**src/rtl/opm_mixer.sv**
```systemverilog
// Stereo mixer for up to four OPM sources: snapshot on sample strobe, per-source
// 4-bit gain through one shared multiplier per side, saturate to 16-bit signed.
module opm_mixer #(
  parameter int unsigned COUNT      = 3,
  parameter int unsigned GAIN_SHIFT = 3
) (
  input  logic                  clk,
  input  logic                  reset_n,
  input  logic                  sample_ce,
  input  logic [COUNT-1:0]      src_en,
  input  logic [4*COUNT-1:0]    src_vol,
  input  logic [16*COUNT-1:0]   src_L,
  input  logic [16*COUNT-1:0]   src_R,
  input  logic                  clip_clr,
  output logic [15:0]           sound_L,
  output logic [15:0]           sound_R,
  output logic                  out_valid,
  output logic                  busy,
  output logic                  clip,
  output logic                  overrun
);

  localparam int unsigned IW = (COUNT > 1) ? $clog2(COUNT) : 1;
  localparam int unsigned PW = 21;
  localparam int unsigned AW = PW + $clog2(COUNT);
  localparam logic signed [AW-1:0] SAT_MAX  = AW'(32'sd32767);
  localparam logic signed [AW-1:0] SAT_MIN  = AW'(-32'sd32768);
  localparam logic [IW-1:0]        LAST_IDX = IW'(COUNT - 1);

  typedef enum logic [1:0] {IDLE, LATCH, MAC, SAT} state_t;

  state_t state, state_d;

  logic signed [15:0] snap_l   [COUNT];
  logic signed [15:0] snap_r   [COUNT];
  logic        [3:0]  snap_vol [COUNT];
  logic [COUNT-1:0]   snap_en;

  logic [IW-1:0]        idx, idx_d;
  logic signed [AW-1:0] acc_l, acc_r, acc_l_d, acc_r_d;
  logic signed [AW-1:0] sum_l, sum_r, y_l, y_r;
  logic signed [PW-1:0] gain, prod_l, prod_r;
  logic [15:0]          sat_l, sat_r, sound_l_d, sound_r_d;
  logic                 clamp_l, clamp_r, clamp_hit, clamp_hit_d;
  logic                 out_valid_d, busy_d, clip_d, latch_en, out_load;

  function automatic logic [16:0] saturate(input logic signed [AW-1:0] y);
    if (y > SAT_MAX)      return {1'b1, 16'h7fff};
    else if (y < SAT_MIN) return {1'b1, 16'h8000};
    else                  return {1'b0, y[15:0]};
  endfunction

  // Dropped strobes are flagged in the same cycle they arrive.
  assign overrun = sample_ce & busy;

  // Shared multiply-accumulate; the final sum is saturated on the last MAC cycle
  // so sound_L/R and out_valid update together on entry to SAT.
  always_comb begin
    gain   = PW'($signed({1'b0, snap_vol[idx]}));
    prod_l = snap_en[idx] ? PW'(snap_l[idx]) * gain : '0;
    prod_r = snap_en[idx] ? PW'(snap_r[idx]) * gain : '0;
    sum_l  = acc_l + AW'(prod_l);
    sum_r  = acc_r + AW'(prod_r);
    y_l    = sum_l >>> GAIN_SHIFT;
    y_r    = sum_r >>> GAIN_SHIFT;
    {clamp_l, sat_l} = saturate(y_l);
    {clamp_r, sat_r} = saturate(y_r);
  end

  always_comb begin
    state_d  = state;
    idx_d    = idx;
    acc_l_d  = acc_l;
    acc_r_d  = acc_r;
    busy_d   = busy;
    latch_en = 1'b0;
    out_load = 1'b0;
    case (state)
      IDLE: begin
        if (sample_ce) begin
          state_d = LATCH;
          busy_d  = 1'b1;
        end
      end
      LATCH: begin
        latch_en = 1'b1;
        acc_l_d  = '0;
        acc_r_d  = '0;
        idx_d    = '0;
        state_d  = MAC;
      end
      MAC: begin
        acc_l_d = sum_l;
        acc_r_d = sum_r;
        if (idx == LAST_IDX) begin
          out_load = 1'b1;
          idx_d    = '0;
          state_d  = SAT;
        end else begin
          idx_d = idx + IW'(1);
        end
      end
      SAT: begin
        state_d = IDLE;
        busy_d  = 1'b0;
      end
      default: state_d = IDLE;
    endcase

    out_valid_d = out_load;
    clamp_hit_d = out_load & (clamp_l | clamp_r);
    sound_l_d   = out_load ? sat_l : sound_L;
    sound_r_d   = out_load ? sat_r : sound_R;
    // A clamp in flight (last MAC or SAT cycle) outranks a simultaneous clear.
    if (clamp_hit_d || (state == SAT && clamp_hit)) clip_d = 1'b1;
    else if (clip_clr)                              clip_d = 1'b0;
    else                                            clip_d = clip;
  end

  always_ff @(posedge clk or negedge reset_n) begin
    if (!reset_n) begin
      state     <= IDLE;
      idx       <= '0;
      acc_l     <= '0;
      acc_r     <= '0;
      sound_L   <= '0;
      sound_R   <= '0;
      out_valid <= 1'b0;
      busy      <= 1'b0;
      clip      <= 1'b0;
      clamp_hit <= 1'b0;
      snap_en   <= '0;
      for (int i = 0; i < int'(COUNT); i++) begin
        snap_l[i]   <= '0;
        snap_r[i]   <= '0;
        snap_vol[i] <= '0;
      end
    end else begin
      state     <= state_d;
      idx       <= idx_d;
      acc_l     <= acc_l_d;
      acc_r     <= acc_r_d;
      sound_L   <= sound_l_d;
      sound_R   <= sound_r_d;
      out_valid <= out_valid_d;
      busy      <= busy_d;
      clip      <= clip_d;
      clamp_hit <= clamp_hit_d;
      if (latch_en) begin
        snap_en <= src_en;
        for (int i = 0; i < int'(COUNT); i++) begin
          snap_l[i]   <= src_L[16*i +: 16];
          snap_r[i]   <= src_R[16*i +: 16];
          snap_vol[i] <= src_vol[4*i +: 4];
        end
      end
    end
  end

endmodule

```
**config.mk**
```make
export PLATFORM = sky130hd
export DESIGN_NAME = opm_mixer
export DESIGN_NICKNAME = d
export VERILOG_FILES = /design/src/rtl/opm_mixer.sv
export SDC_FILE = /design/constraint.sdc
export NUM_CORES = 1
export LEC_CHECK = 0
export ABC_AREA = 0
export BUFFER_PORTS_ARGS = -buffer_cell sky130_fd_sc_hd__clkbuf_2
export CORE_MARGIN = 10
export CORE_UTILIZATION = 62
export DETAILED_ROUTE_END_ITERATION = 10
export PLACE_DENSITY_LB_ADDON = 0.3
export SLEW_MARGIN = 20
export SYNTH_ARGS = -nofsm -noshare
export SYNTH_HDL_FRONTEND = slang
export SYNTH_SLANG_ARGS = --single-unit
```
**constraint.sdc**
```tcl
create_clock -name clk -period 19.3 [get_ports clk]
set_clock_uncertainty 0.2 [all_clocks]
set_input_delay 5.79 -clock clk [delete_from_list [all_inputs] [get_ports clk]]
set_output_delay 5.79 -clock clk [all_outputs]
set_load 0.05 [all_outputs]
```
Word level (Yosys, flattened, before mapping)
Cells that the tools add are included.

Register bits: 197. Bits of input ports: 115. Output and inout port bits: 36. Word-level logic and storage cells: 80.

Add/subtract/negate cells: 3. Multiply operators: 2. Order comparisons: 6. Equality and inequality tests: 6. Muxes and demuxes: 31. Bitwise logic cells: 4. Reductions and logical operators: 8.

Operator list (number): 23-bit case mux with 2 select lines (2); 17-bit 2-to-1 mux (4); 16-bit binary-select mux with 2-bit select (2); 16-bit 2-to-1 mux (4); 23-bit by 21-bit adder with 23-bit output (2); 16-bit by 5-bit multiplier with 21-bit output (2); 21-bit 2-to-1 mux (2); 20-bit by 16-bit greater-than comparator with 1-bit output (second input constant) (2); 20-bit by 16-bit less-than comparator with 1-bit output (second input constant) (2); 4-bit binary-select mux with 2-bit select (1); 4-bit 2-to-1 mux (2); 2-bit case mux with 4 select lines (1); 1-bit 2-to-1 mux (7); 2-bit == test (second input constant) (3); 2-bit 2-to-1 mux (3); 2-bit nonzero test (3); 2-bit inequality test (second input constant) (2); 2-bit case mux with 2 select lines (1); 2-bit AND reduction (2); 3-bit >= comparator (second input constant) (1); 2-bit by 3-bit less-than comparator with 1-bit output (second input constant) (1); 2-bit NOT with 3-bit output (1); 2-bit by 1-bit adder with 2-bit output (second input constant) (1); 1-bit AND (2); 7 further kinds (7).

Depth between registers and ports, before layout
Gate-level depths: netlist (run 1).

Depth after elaboration: 14. Depth in mapped cells: 35.

Worst setup path before layout (run 1)
No wires, ideal clock.

Path type: input to output. From: in sample_ce. To: out overrun. Arrival: 6.202 ns. Required time: 13.310 ns. Slack: 7.108 ns. Cell stages on the path: 1. Buffers on the path: 0. Path through: and2_1.

Word-level cells in the longest chain between the ends: 1.

Ends and longest elaborated chain: start, declared (RTL line 9) `input logic sample_ce,`; 1-bit AND (RTL line 54) `assign overrun = sample_ce & busy;`; end, declared (RTL line 20) `output logic overrun`.

No other way between the ends.

Worst setup path after layout (run 1)
Ends and elaborated chain as after synthesis.

==> impl_summary.txt, run 1 <==
----------------------------------------------------
[Floorplanning]
  Chip width ... 178 um
  Starting density of the core ... 63.2%
  Ports ... 151
  Die span in y ... 178 um
  Area inside the core boundary ... 0.0244 mm2
  Die ar. ... 0.0316 mm2
  Number of placement rows ... 57

[Global route]
  Via count of the first global-routing pass ... 12200
  Antenna violations before repair ... 1
  Wire length of the first global-routing pass ... 58.8 mm
  Overflow left after global routing ... 0
  Global router's overall resource usage ... 22.4%
  Largest net degree at the start of global routing ... 119

[Setup path]
  Startpoint Class ... primary input
  Startpoint of the worst register-to-register path ... idx[1]$_DFFE_PN0P_
  Data required time of the critical path ... 13.31 ns
  Cell count of the worst reg-to-reg path ... 32
  Worst Path Arrival ... 6.27 ns
  Reg-to-Reg End ... sound_L[0]$_DFFE_PN0P_
  Worst-path maximum fanout ... 3
  Reg2reg setup slack ... 10.74 ns
  Crit path capture type ... primary output
  Class of the most critical setup path ... primary input to primary output

[Timing]
  Max_slew headroom ... 34.9%
  FMAX ... 0.0816 GHz
  Setup tns final ... 0 ns
  Final critical path time including I/O delays and setup ... 12.26 ns
  Final setup vio count ... 0
  Hold violation count in the final report ... 0
  Unrepaired setup endpoints after global routing ... false
  Worst Tran Pin Value ... 0.977 ns
  Count of final max-slew check failures ... 0
  Final cycle utilization of the critical path ... 63.5%

[Route]
  WL/cell ... 16.6 um
  DRT Wirelength ... 35.0 mm
  Count of vias placed by the detailed router ... 12000
  DR iter-0 viols ... 897
  Post-DRT Antenna Nets ... 0
  DRC violation count after routing ... 0
  Drt via density ... 5.65
  Detailed-routing iteration count for the pre-antenna-repair pass ... 6

[Finish]
  Fraction of layout instances using a drive strength above 1 ... 20.7%
  Final core area utilization ... 70.1%
  Fill cell total of the finished layout ... 1924
  Antenna Cells ... 0
  Area growth from synthesis to final layout ... 10.9%
  Final nets ... 2088

[CTS]
  Clock tree from TritonCTS ... yes
  H-Tree Depth ... 4
  Root Buffer ... sky130_fd_sc_hd__clkbuf_16
  Number of buffers created by CTS ... 17
  Clock transition time at the flip-flop clock pins of the worst setup and hold paths ... 0.07 ns
  Clock Tree Buf Depth ... 2
  Total of hold buffers inserted after clock tree synthesis ... 0
  Post-CTS repair timing setup buffer count ... 0
  Clock network latency to the later pin of the worst-skew pair ... 0.44 ns
  Number of sinks driven by the clock tree ... 197
  Resized Gates After CTS ... 0

[Synthesis]
  Cell area after technology mapping ... 0.0154 mm2
  Avg Inst Size Synth ... 9.27 um2
  Post-synthesis cell count ... 1662
  Synthesized net count ... 1973
  Sequential element share of the synthesized area ... 32.0%
  Library cells used by synthesis ... 77
  Flip-flop and latch count after synthesis ... 197
  EDFF count, synth ... 0
  Primary FF master, synth ... sky130_fd_sc_hd__dfrtp_1
  Synth warnings ... 0
  Share of flip-flops with an asynchronous set or reset after synthesis ... 100%

[Placement]
  Placed wire-length estimate ... 26.2 mm
  Count of buffers inserted at the top-level ports ... 150
  Final Wtd Congestion ... 0.904

[Hold path]
  Kind of path behind the tightest hold check ... flip-flop to flip-flop
  Hold-critical path depth ... 2
  Startpoint of the worst hold path ... sound_L[15]$_DFFE_PN0P_
  Worst Hold Endpoint ... sound_L[15]$_DFFE_PN0P_

[Flow run]
  Maximum Capacitance Violations ... 0

[Run status]
  Outcome ... completed

----------------------------------------------------
## synth_stat cells (23+ instances only)
cell type	count	area share, %
sky130_fd_sc_hd__o21ai_0	66	2.1
sky130_fd_sc_hd__inv_1	210	5.1
sky130_fd_sc_hd__xnor2_1	46	2.6
sky130_fd_sc_hd__a21oi_1	132	4.3
sky130_fd_sc_hd__nand2_1	59	1.4
sky130_fd_sc_hd__ha_1	128	10
sky130_fd_sc_hd__mux2i_1	38	2.5
sky130_fd_sc_hd__or2_2	31	1.3
sky130_fd_sc_hd__nor2_1	212	5.2
sky130_fd_sc_hd__nand3_1	36	1.2
sky130_fd_sc_hd__clkbuf_1	45	1.1
sky130_fd_sc_hd__a21o_1	32	1.6
sky130_fd_sc_hd__mux2_2	111	8.1
sky130_fd_sc_hd__dfrtp_1	197	32
sky130_fd_sc_hd__nand2b_1	29	1.2
sky130_fd_sc_hd__xor2_1	23	1.3
sky130_fd_sc_hd__fa_1	68	8.8
## stage by stage
step	cells	hold WS [ns]	worst slack (ns)	cell area, um2
2_1_floorplan	1662	0.272	7.11	15400
3_3_place_gp	2081	0.267	7.03	16400
3_5_place_dp	2081	0.288	7.03	16400
4_1_cts	2113	0.304	7.03	17100
5_1_grt	2114	0.321	7.02	17100
6_report	2114	0.299	7.04	17100
## kinds of logic after synthesis
logic type	Yosys count	share of synthesized area (%)
AOI/OAI and AO/OA	343	14.1
adders and majority gates	196	19.2
xor gates and xnor gates	70	4.03
muxes	150	10.7
and+or+nand+nor	431	12.9
DFF	197	32.0
buffers and inverters	275	6.96
## worst max-delay path by stage
stage	from	end	slack (ns)	cells past startpoint
floorplan	sample_ce	overrun	7.11	1
global placement	sample_ce	overrun	7.03	3
detailed placement	sample_ce	overrun	7.03	3
CTS	sample_ce	overrun	7.03	3
global route	sample_ce	overrun	7.02	3
finish	sample_ce	overrun	7.04	3
## layer usage
layer / up-vias / global-route usage [%] / part of all wire [%]
li1: 5809 / - / -
met1: 5751 / 32.0 / 48
met2: 349 / 34.1 / 43
met3: 43 / 4.80 / 7.0
met4: 2 / 5.35 / 1.1
met5: - / 0 / 0.051
## critical path, cell delays in order
cell and delay, ns:
sky130_fd_sc_hd__clkbuf_2 0.10, sky130_fd_sc_hd__and2_1 0.11, sky130_fd_sc_hd__clkbuf_2 0.27
## placed cells by master, fill, tap and decap left out, types with 23 or more instances in the layout
cell type	count
sky130_fd_sc_hd__inv_1	210
sky130_fd_sc_hd__nand2_1	59
sky130_fd_sc_hd__fa_1	68
sky130_fd_sc_hd__mux2_2	111
sky130_fd_sc_hd__mux2i_1	38
sky130_fd_sc_hd__dfrtp_1	196
sky130_fd_sc_hd__or2_2	31
sky130_fd_sc_hd__nor2_1	212
sky130_fd_sc_hd__ha_1	126
sky130_fd_sc_hd__a21oi_1	128
sky130_fd_sc_hd__a21o_1	32
sky130_fd_sc_hd__nand3_1	36
sky130_fd_sc_hd__o21ai_0	66
sky130_fd_sc_hd__clkbuf_2	149
sky130_fd_sc_hd__nand2b_1	29
sky130_fd_sc_hd__xnor2_1	46
sky130_fd_sc_hd__xor2_1	23
## cell type report
type                    instances  area, um2  share of cell area [%]
inverters                     210        788                    4.61
clock buffers                  18        439                    2.57
clock inverters                14        206                    1.21
well taps                     324        405                    2.37
repair buffers                161        862                    5.04
flip-flops and latches        197       4930                    28.9
multi-input cells            1190       9460                    55.3
## sequential cells by signal, indices dropped and copies added, names as in the netlist
signal and count:
state 2, snap_r 48, busy 1, clamp_hit 1, sound_L 16, snap_vol 12, clip 1, idx 2
snap_l 48, sound_R 16, acc_l 23, snap_en 3, out_valid 1, acc_r 23
Power of run 1 is not shown: default switching activity piles up to over one toggle a cycle in this logic, so the estimate is an artifact.
==> inputs of run 2 (changes only) <==
Settings changed: CORE_UTILIZATION 62 to 55.
Clock period 19.3 ns to 10 ns, I/O delays scaled along.
==> run 2 against run 1 <==
- die area increased by 11%
- worst hold slack got worse by 0.014 ns
- via count decreased by 0.64%
- clock-buffer cell count decreased by 1
- wire length increased by 3.8%
- first-iteration DRC count decreased by 13%
- critical endpoint is now sound_L[0]$_DFFE_PN0P_
- largest cell class unchanged
==> impl_summary.txt, run 2 (same netlist as run 1, synthesis figures left out) <==
----------------------------------------------------
[Placement]
  Worst slack after detailed placement ... 1.70 ns (-5.33 ns)
  Count of buffers inserted at the top-level ports ... 150 (unchanged)
  Final Wtd Congestion ... 0.920 (+1.9%)
  Placed wire-length estimate ... 27.4 mm (+4.4%)
  Number of placed instances with taps included ... 2138 (+2.7%)

[Timing]
  FMAX ... 0.118 GHz
  Worst Tran Pin Value ... 1.01 ns (+0.0377 ns)
  Worst-case hold slack ... 0.284 ns (-0.0142 ns)
  Max_slew headroom ... 32.2% (-2.7 points)
  Count of final max-slew check failures ... 0 (unchanged)
  Final cycle utilization of the critical path ... 84.9%
  Unrepaired setup endpoints after global routing ... false
  Final worst setup slack ... 1.51 ns (-5.53 ns)
  Final setup vio count ... 0 (unchanged)
  Setup tns final ... 0 ns (unchanged)
  Hold violation count in the final report ... 0 (unchanged)
  Final critical path time including I/O delays and setup ... 8.49 ns

[Setup path]
  Class of the most critical setup path ... flip-flop to flip-flop
  Count of buffer and inverter cells on the critical path ... 3 (+1)
  Startpoint Class ... flip-flop
  Worst Path Arrival ... 8.58 ns (+2.31 ns)
  Largest incremental delay on the critical path ... 0.86 ns (+0.59 ns)
  Family with the most delay on the worst path ... simple AND/OR/NAND/NOR gates
  Standard cell with the maximum stage delay on the critical path ... sky130_fd_sc_hd__nor2b_4
  Crit path capture type ... flip-flop
  Worst-path maximum fanout ... 41 (+38)
  Data required time of the critical path ... 10.10 ns (-3.21 ns)
  Cell repeated most along the worst path ... sky130_fd_sc_hd__a21oi_1

[CTS]
  Resized Gates After CTS ... 0 (unchanged)
  Post-CTS repair timing setup buffer count ... 0 (unchanged)
  H-Tree Depth ... 4 (unchanged)
  Clock Tree Buf Depth ... 2 (unchanged)
  Root Buffer ... sky130_fd_sc_hd__clkbuf_16
  Number of sinks driven by the clock tree ... 197 (unchanged)
  Clock network latency to the later pin of the worst-skew pair ... 0.45 ns (about the same)
  Clock tree from TritonCTS ... yes
  Total of hold buffers inserted after clock tree synthesis ... 0 (unchanged)
  Number of buffers created by CTS ... 17 (unchanged)
  Clock transition time at the flip-flop clock pins of the worst setup and hold paths ... 0.08 ns (about the same)

[Finish]
  Most common cell after layout, fill and taps aside ... sky130_fd_sc_hd__nor2_1
  Fraction of layout instances using a drive strength above 1 ... 20.8% (+0.089 points)
  Area growth from synthesis to final layout ... 11.2%
  Final nets ... 2090 (+0.096%)
  Fill cell total of the finished layout ... 2393 (+24%)
  Top Registers ... snap_l x48, snap_r x48
  Most frequent cells in the layout ... 212 x sky130_fd_sc_hd__nor2_1, 210 x sky130_fd_sc_hd__inv_1, 196 x sky130_fd_sc_hd__dfrtp_1
  Antenna Cells ... 0 (unchanged)
  Non-filler cells in the finished layout ... 2170 (+2.6%)

[Global route]
  Antenna violations before repair ... 0 (-1)
  Overflow left after global routing ... 0 (unchanged)
  Via count of the first global-routing pass ... 12200 (+0.21%)
  Global router's overall resource usage ... 20.6% (-1.8 points)
  Largest net degree at the start of global routing ... 77 (-35%)
  Wire length of the first global-routing pass ... 61.0 mm (+3.8%)

[Route]
  DR iter-0 viols ... 783 (-13%)
  WL/cell ... 16.8 um (+1.1%)
  Detailed-routing iteration count for the pre-antenna-repair pass ... 5 (-1)
  DRT Wirelength ... 36.4 mm (+3.8%)
  Drt via density ... 5.47 (-3.2%)
  Count of vias placed by the detailed router ... 11900 (-0.64%)
  DRC violation count after routing ... 0 (unchanged)
  Post-DRT Antenna Nets ... 0 (unchanged)

[Hold path]
  Kind of path behind the tightest hold check ... flip-flop to flip-flop

[Floorplanning]
  Area inside the core boundary ... 0.0277 mm2 (+14%)
  Chip width ... 187 um (+5.5%)
  Number of placement rows ... 61 (+7.0%)
  Starting density of the core ... 55.6% (-7.6 points)
  Die ar. ... 0.0351 mm2 (+11%)
  Die span in y ... 187 um (+5.5%)
  Ports ... 151 (unchanged)

[Run status]
  Outcome ... completed

[Flow run]
  Maximum Capacitance Violations ... 0 (unchanged)

----------------------------------------------------
run 2: worst paths after layout:
kind                                         from                endpoint  slack [ns]  cells past startpoint
min in group asynchronous                 reset_n  sound_L[2]$_DFFE_PN0P_        2.28                      1
max in group asynchronous                 reset_n   acc_l[17]$_DFFE_PN0P_        5.97                      2
setup / recovery               idx[1]$_DFFE_PN0P_  sound_L[0]$_DFFE_PN0P_        1.51                     30
hold / removal             sound_L[8]$_DFFE_PN0P_  sound_L[8]$_DFFE_PN0P_        0.28                      2
setup reg to reg               idx[1]$_DFFE_PN0P_  sound_L[0]$_DFFE_PN0P_        1.51                     30
hold reg to reg            sound_L[8]$_DFFE_PN0P_  sound_L[8]$_DFFE_PN0P_        0.28                      2
run 2: per-stage QoR:
step	instance area (um2)	utilization (%)
2_1_floorplan	15400	-
3_3_place_gp	16500	59.5
3_5_place_dp	16500	59.5
4_1_cts	17100	61.8
5_1_grt	17100	61.8
6_report	17100	61.8
run 2: cell type report:
type	instances	area (um2)	share of cell area [%]
Clock inverter	15	205	1.20
Clock buffer	17	425	2.48
Timing Repair Buffer	163	857	5.00
Tap cell	378	473	2.76
Multi-Input combinational cell	1190	9450	55.2
Sequential cell	197	4930	28.8
Inverter	210	788	4.60
run 2: worst min-delay path: cells and delay by family, from the launching register on:
family | cells | cell delay (ns)
and+or+nand+nor | 1 | 0.04
AOI/OAI and AO/OA | 1 | 0.06
DFF | 1 | 0.35
run 2: layer usage:
| layer | share of wire, % | track usage (%) | vias up |
|---|---|---|---|
| met2 | 43 | 31.3 | 313 |
| li1 | - | - | 5824 |
| met4 | 1.1 | 4.53 | 0 |
| met1 | 50 | 29.6 | 5707 |
| met3 | 5.9 | 4.23 | 33 |
| met5 | 0 | 0 | - |
Power of run 2 is left out for the same reason.
